$ cat config.mk
export PLATFORM = sky130hd
export DESIGN_NAME = p2s_stream_arbiter
export DESIGN_NICKNAME = d
export VERILOG_FILES = /design/src/rtl/p2s_stream_arbiter.sv
export SDC_FILE = /design/constraint.sdc
export NUM_CORES = 1
export LEC_CHECK = 0
export ABC_AREA = 0
export BUFFER_PORTS_ARGS = -buffer_cell sky130_fd_sc_hd__buf_2
export CAP_MARGIN = 10
export CORE_UTILIZATION = 46
export CTS_BUF_LIST = sky130_fd_sc_hd__clkbuf_8
export CTS_CLUSTER_DIAMETER = 120
export CTS_CLUSTER_SIZE = 30
export DETAILED_ROUTE_END_ITERATION = 8
export PLACE_DENSITY = 0.89
export SETUP_SLACK_MARGIN = 0.4
export SYNTH_ARGS = -nofsm -noshare
export SYNTH_HDL_FRONTEND = slang
export SYNTH_SLANG_ARGS = --single-unit
$ cat constraint.sdc
create_clock -name clk -period 2.4 [get_ports clk]
set_clock_uncertainty 0.15 [all_clocks]
set_input_delay 0.12 -clock clk [delete_from_list [all_inputs] [get_ports clk]]
set_output_delay 0.12 -clock clk [all_outputs]
set_load 0.05 [all_outputs]
$ cat src/rtl/p2s_stream_arbiter.sv
// Round-robin arbiter with bounded bursts, sharing one parallel-to-serial converter
// between M requesters; the grant is held while the serializer shifts a word out.
module p2s_stream_arbiter #(
    parameter  int N     = 8,
    parameter  int M     = 4,
    parameter  int BURST = 2,
    localparam int IW    = $clog2(M),
    localparam int BW    = $clog2(BURST + 1)
) (
    input  logic              clk,
    input  logic              rstn,
    input  logic [M-1:0]      req_valid,
    input  logic [M*N-1:0]    req_data,
    output logic [M-1:0]      req_ready,
    output logic              ser_par_valid,
    output logic [N-1:0]      ser_par_data,
    input  logic              ser_par_ready,
    output logic [IW-1:0]     grant_id,
    output logic              busy
);

    typedef enum logic {IDLE, GRANT} state_t;

    state_t          state, state_nxt;
    logic [IW-1:0]   rr_ptr, rr_ptr_nxt;
    logic [IW-1:0]   grant_id_nxt;
    logic [BW-1:0]   burst_cnt, burst_cnt_nxt;
    logic [IW-1:0]   pick;
    logic [IW-1:0]   scan_idx;
    logic            found;

    // Modulo-M increment: never yields an index >= M, even for non-power-of-2 M.
    function automatic logic [IW-1:0] wrap_inc(input logic [IW-1:0] i);
        return (i == IW'(M - 1)) ? '0 : i + 1'b1;
    endfunction

    // NOTE: scan_idx is updated with blocking assignments on purpose; each loop
    // iteration must see the previous iteration's value within the same evaluation.
    always_comb begin
        pick     = rr_ptr;
        found    = 1'b0;
        scan_idx = rr_ptr;
        for (int k = 0; k < M; k++) begin
            if (!found && req_valid[scan_idx]) begin
                pick  = scan_idx;
                found = 1'b1;
            end
            scan_idx = wrap_inc(scan_idx);
        end
    end

    // NOTE: every sequential element uses non-blocking assignment so all registers
    // update together from the values present before the edge.
    always_ff @(posedge clk) begin
        if (!rstn) begin
            state     <= IDLE;
            rr_ptr    <= '0;
            grant_id  <= '0;
            burst_cnt <= '0;
        end else begin
            state     <= state_nxt;
            rr_ptr    <= rr_ptr_nxt;
            grant_id  <= grant_id_nxt;
            burst_cnt <= burst_cnt_nxt;
        end
    end

    // NOTE: each output of a combinational block gets a default first, so no path
    // leaves it unassigned and no latch is inferred.
    always_comb begin
        state_nxt     = state;
        rr_ptr_nxt    = rr_ptr;
        grant_id_nxt  = grant_id;
        burst_cnt_nxt = burst_cnt;
        unique case (state)
            IDLE: begin
                if (|req_valid) begin
                    grant_id_nxt  = pick;
                    burst_cnt_nxt = '0;
                    state_nxt     = GRANT;
                end
            end
            GRANT: begin
                // While the serializer shifts (ready low) the grant simply holds.
                if (ser_par_ready) begin
                    if (req_valid[grant_id] && burst_cnt != BW'(BURST - 1)) begin
                        burst_cnt_nxt = burst_cnt + 1'b1;
                    end else begin
                        state_nxt     = IDLE;
                        rr_ptr_nxt    = wrap_inc(grant_id);
                        burst_cnt_nxt = '0;
                    end
                end
            end
            default: state_nxt = IDLE;
        endcase
    end

    // Handshake outputs are gated by rstn so a word offered during a reset cycle
    // is never seen as accepted by either side.
    always_comb begin
        req_ready     = '0;
        ser_par_valid = 1'b0;
        ser_par_data  = req_data[int'(grant_id) * N +: N];
        busy          = (state == GRANT);
        if (state == GRANT && rstn) begin
            ser_par_valid       = req_valid[grant_id];
            req_ready[grant_id] = ser_par_ready;
        end
    end

endmodule

==> impl_metrics.py <==
metrics = {
    "power_and_ir_drop": {
        "sw_frac_of_total_pct": 44.0,
        "power_switching_mw": 0.320,
        "design_power_total_mw": 0.728,
        "power.share.combinational_pct": 58.4,
        "intPower_mw": 0.408,
        "p_per_area_nw_per_um2": 530,
        "power.clock.fraction_pct": 23.0,
        "p_leak_nw": 0.638,
        "worst_ir_drop_vdd_mv": 0.284,
        "seq_power_share_pct": 18.5,
    },
    "logic_synthesis": {
        "synthesis.instances": 101,
        "primary_ff_master_synth": "sky130_fd_sc_hd__dfxtp_1",
        "synth-edff-count": 0,
        "synth.cell_area_um2": 988,
        "synth.net_count": 146,
        "synthesis.area_per_instance_um2": 9.79,
        "ys_seq_area_share_pct": 14.2,
        "async_flop_share_pct": 0,
        "ys.warnings.count": 0,
        "yosys.cell_types.count": 37,
        "synth-seq-cells": 7,
    },
    "drt": {
        "wl_per_cell_um": 14.3,
        "total_wire_length_after_detailed_routing_mm": 2.69,
        "dr.pass1.iters": 4,
        "via_per_inst": 5.64,
        "drtIter0Drc": 14,
        "route.antenna.remaining_nets": 0,
        "num_vias": 1061,
        "drc": 0,
    },
    "hold_path": {
        "holdCritStartpoint": "rstn",
        "hp-class": "input port to flop",
    },
    "timing": {
        "final_hold_viol_count": 0,
        "unrepaired_setup_endpoints_after_global_routing": "yes",
        "final-setup-viol-count": 0,
        "worst_pin_slew_ns": 0.495,
        "timing_max_transition_violations_final": 0,
        "setup_slack_ns": 0.336,
        "period_share_pct": 86.0,
        "final.min_clock_period_ns": 2.06,
        "timing.slew.headroom_pct": 66.1,
        "setup_tns_ns": 0,
        "achievable-frequency_ghz": 0.484,
    },
    "grt": {
        "grt_antenna_before_repair": 0,
        "global_route.usage.total_pct": 24.5,
        "largest_net_degree_at_the_start_of_global_routing": 16,
        "first_global_vias": 1031,
        "grt_pass1_wl_mm": 4.54,
        "congestion_overflow_gr": 0,
    },
    "die": {
        "ioPinCount": 55,
        "fp.coreArea_um2": 1980,
        "fp-row-count": 16,
        "starting_utilization_of_the_core_area_pct": 49.9,
        "die_x_um": 48.4,
        "fp.dieArea_um2": 2340,
        "floorplan.die.height_um": 48.4,
    },
    "layout": {
        "most_frequent_cells_in_the_layout": "54 x sky130_fd_sc_hd__buf_2, 9 x sky130_fd_sc_hd__buf_4, 8 x sky130_fd_sc_hd__inv_1, 8 x sky130_fd_sc_hd__mux4_2, 7 x sky130_fd_sc_hd__mux2i_1",
        "syn_to_final_growth_pct": 39.0,
        "final_net_count": 207,
        "filler_cell_count": 162,
        "antenna_cells": 0,
        "final-instance-count-excl-fill": 188,
        "postLayoutCellArea_um2": 1370,
        "final_layout_size_suffix_gt1_share_pct": 57.1,
        "final_common_cell": "sky130_fd_sc_hd__buf_2",
    },
    "cts": {
        "tritoncts": "done",
        "clk_pin_slew_worst_paths_ns": 0.04,
        "clock_sinks": 7,
        "cts_made_buffers": 3,
        "clock_tree.htree_level_count": 1,
        "clk_lat_worst_skew_ns": 0.23,
        "cts_buffer_depth": 2,
        "root_driver": "sky130_fd_sc_hd__clkbuf_8",
    },
    "job": {
        "maxCapViolations": 0,
    },
    "worst_setup_path": {
        "arrival_ns": 2.01,
        "startpoint_type": "flop",
        "critPathRequiredTime_ns": 2.35,
        "cp_max_fo": 4,
        "setup.worst_path.start": "rr_ptr[1]",
        "cp_capture_type": "flop",
        "critical_path.reg2reg.startpoint": "rr_ptr[1]",
        "timing.setup.critical_path_class": "flop to flop",
    },
    "placed_design": {
        "pre_cts_slack_ns": 0.220,
        "placed_instance_area_um2": 1270,
        "io_buffers": 54,
        "placer_congestion_estimate": 0.949,
        "dpl.cell_count": 178,
        "hpwl_mm": 1.99,
    },
    "run_status": {
        "outcome": "finished clean",
    },
}
## Yosys cell counts, types with 2 or more instances
cell                       number  area (um2)
sky130_fd_sc_hd__a21oi_1        3        15.0
sky130_fd_sc_hd__a31oi_1        3        18.8
sky130_fd_sc_hd__and2_1         2        12.5
sky130_fd_sc_hd__and3_1         6        37.5
sky130_fd_sc_hd__buf_6          4        45.0
sky130_fd_sc_hd__clkbuf_1       2        7.51
sky130_fd_sc_hd__dfxtp_1        7         140
sky130_fd_sc_hd__ha_1           6        75.1
sky130_fd_sc_hd__inv_1          7        26.3
sky130_fd_sc_hd__mux2_2         2        22.5
sky130_fd_sc_hd__mux2_4         2        30.0
sky130_fd_sc_hd__mux2i_1        7        70.1
sky130_fd_sc_hd__mux4_2         8         180
sky130_fd_sc_hd__nand2_1        2        7.51
sky130_fd_sc_hd__nor2_1         7        26.3
sky130_fd_sc_hd__nor2b_1        4        25.0
sky130_fd_sc_hd__nor3_1         4        20.0
sky130_fd_sc_hd__o21ai_0        6        30.0
## timing repair
item                                    in CTS  in global routing
buffers inserted                             6                  0
hold buffers                                 0                  0
gates resized for setup                      3                  2
endpoints found under the setup margin       2                  2
pin swaps                                    5                  1
## state kept, by name, summed over array words and instances (netlist names)
| name | count |
|---|---|
| burst_cnt | 2 |
| busy | 1 |
| grant_id | 2 |
| rr_ptr | 2 |
## through the flow
step,utilization (%),hold WS (ns)
2_1_floorplan,-,0.114
3_3_place_gp,64.1,0.303
3_5_place_dp,64.1,0.313
4_1_cts,69.1,0.0758
5_1_grt,69.3,0.102
6_report,69.3,0.0900
## worst max-delay path, cell delays in order (launching register included)
cell                        delay (ns)
sky130_fd_sc_hd__dfxtp_4          0.35
sky130_fd_sc_hd__ha_4             0.29
sky130_fd_sc_hd__mux2_4           0.31
sky130_fd_sc_hd__mux2_4           0.29
sky130_fd_sc_hd__a2111oi_4        0.28
sky130_fd_sc_hd__a211o_2          0.17
sky130_fd_sc_hd__o311ai_2         0.09
## logic make-up after synthesis
kind of cell               synth area share, %
and+or+nand+nor                           20.6
muxes                                     33.3
AOI/OAI and AO/OA                         15.6
buffers and inverters                     8.73
DFF                                       14.2
adders and majority gates                 7.59
## worst paths after layout
check | endpoint | slack [ns] | cells past startpoint
worst max-delay path | grant_id[0] | 0.34 | 6
worst min-delay path | busy | 0.09 | 3
worst max register to register | grant_id[0] | 0.34 | 6
worst min register to register | burst_cnt[0] | 0.41 | 2
## power by group through the flow
stage	clock, mW	sequential, mW	combinational, mW
floorplan	0	0.163	0.293
global placement	0	0.138	0.393
detailed placement	0	0.138	0.401
CTS	0.165	0.135	0.422
global route	0.172	0.137	0.452
finish	0.168	0.135	0.426
## layer usage
layer  GRT usage [%]  routed length, um  vias up
met2            48.6               1460       47
li1                -                  -      503
met3            5.66                178        2
met5               0                  0        -
met4            7.84                 24        0
met1            24.8               1030      509
## layout make-up
class / count / area (um2) / area share [%]
clock buffers: 3 / 41.3 / 3.01
clock inverters: 1 / 3.75 / 0.273
repair buffers: 63 / 338 / 24.6
flip-flops and latches: 7 / 146 / 10.7
multi-input cells: 80 / 785 / 57.1
inverters: 7 / 26.3 / 1.91
well taps: 27 / 33.8 / 2.46
Power figures use the tool's default switching activity.
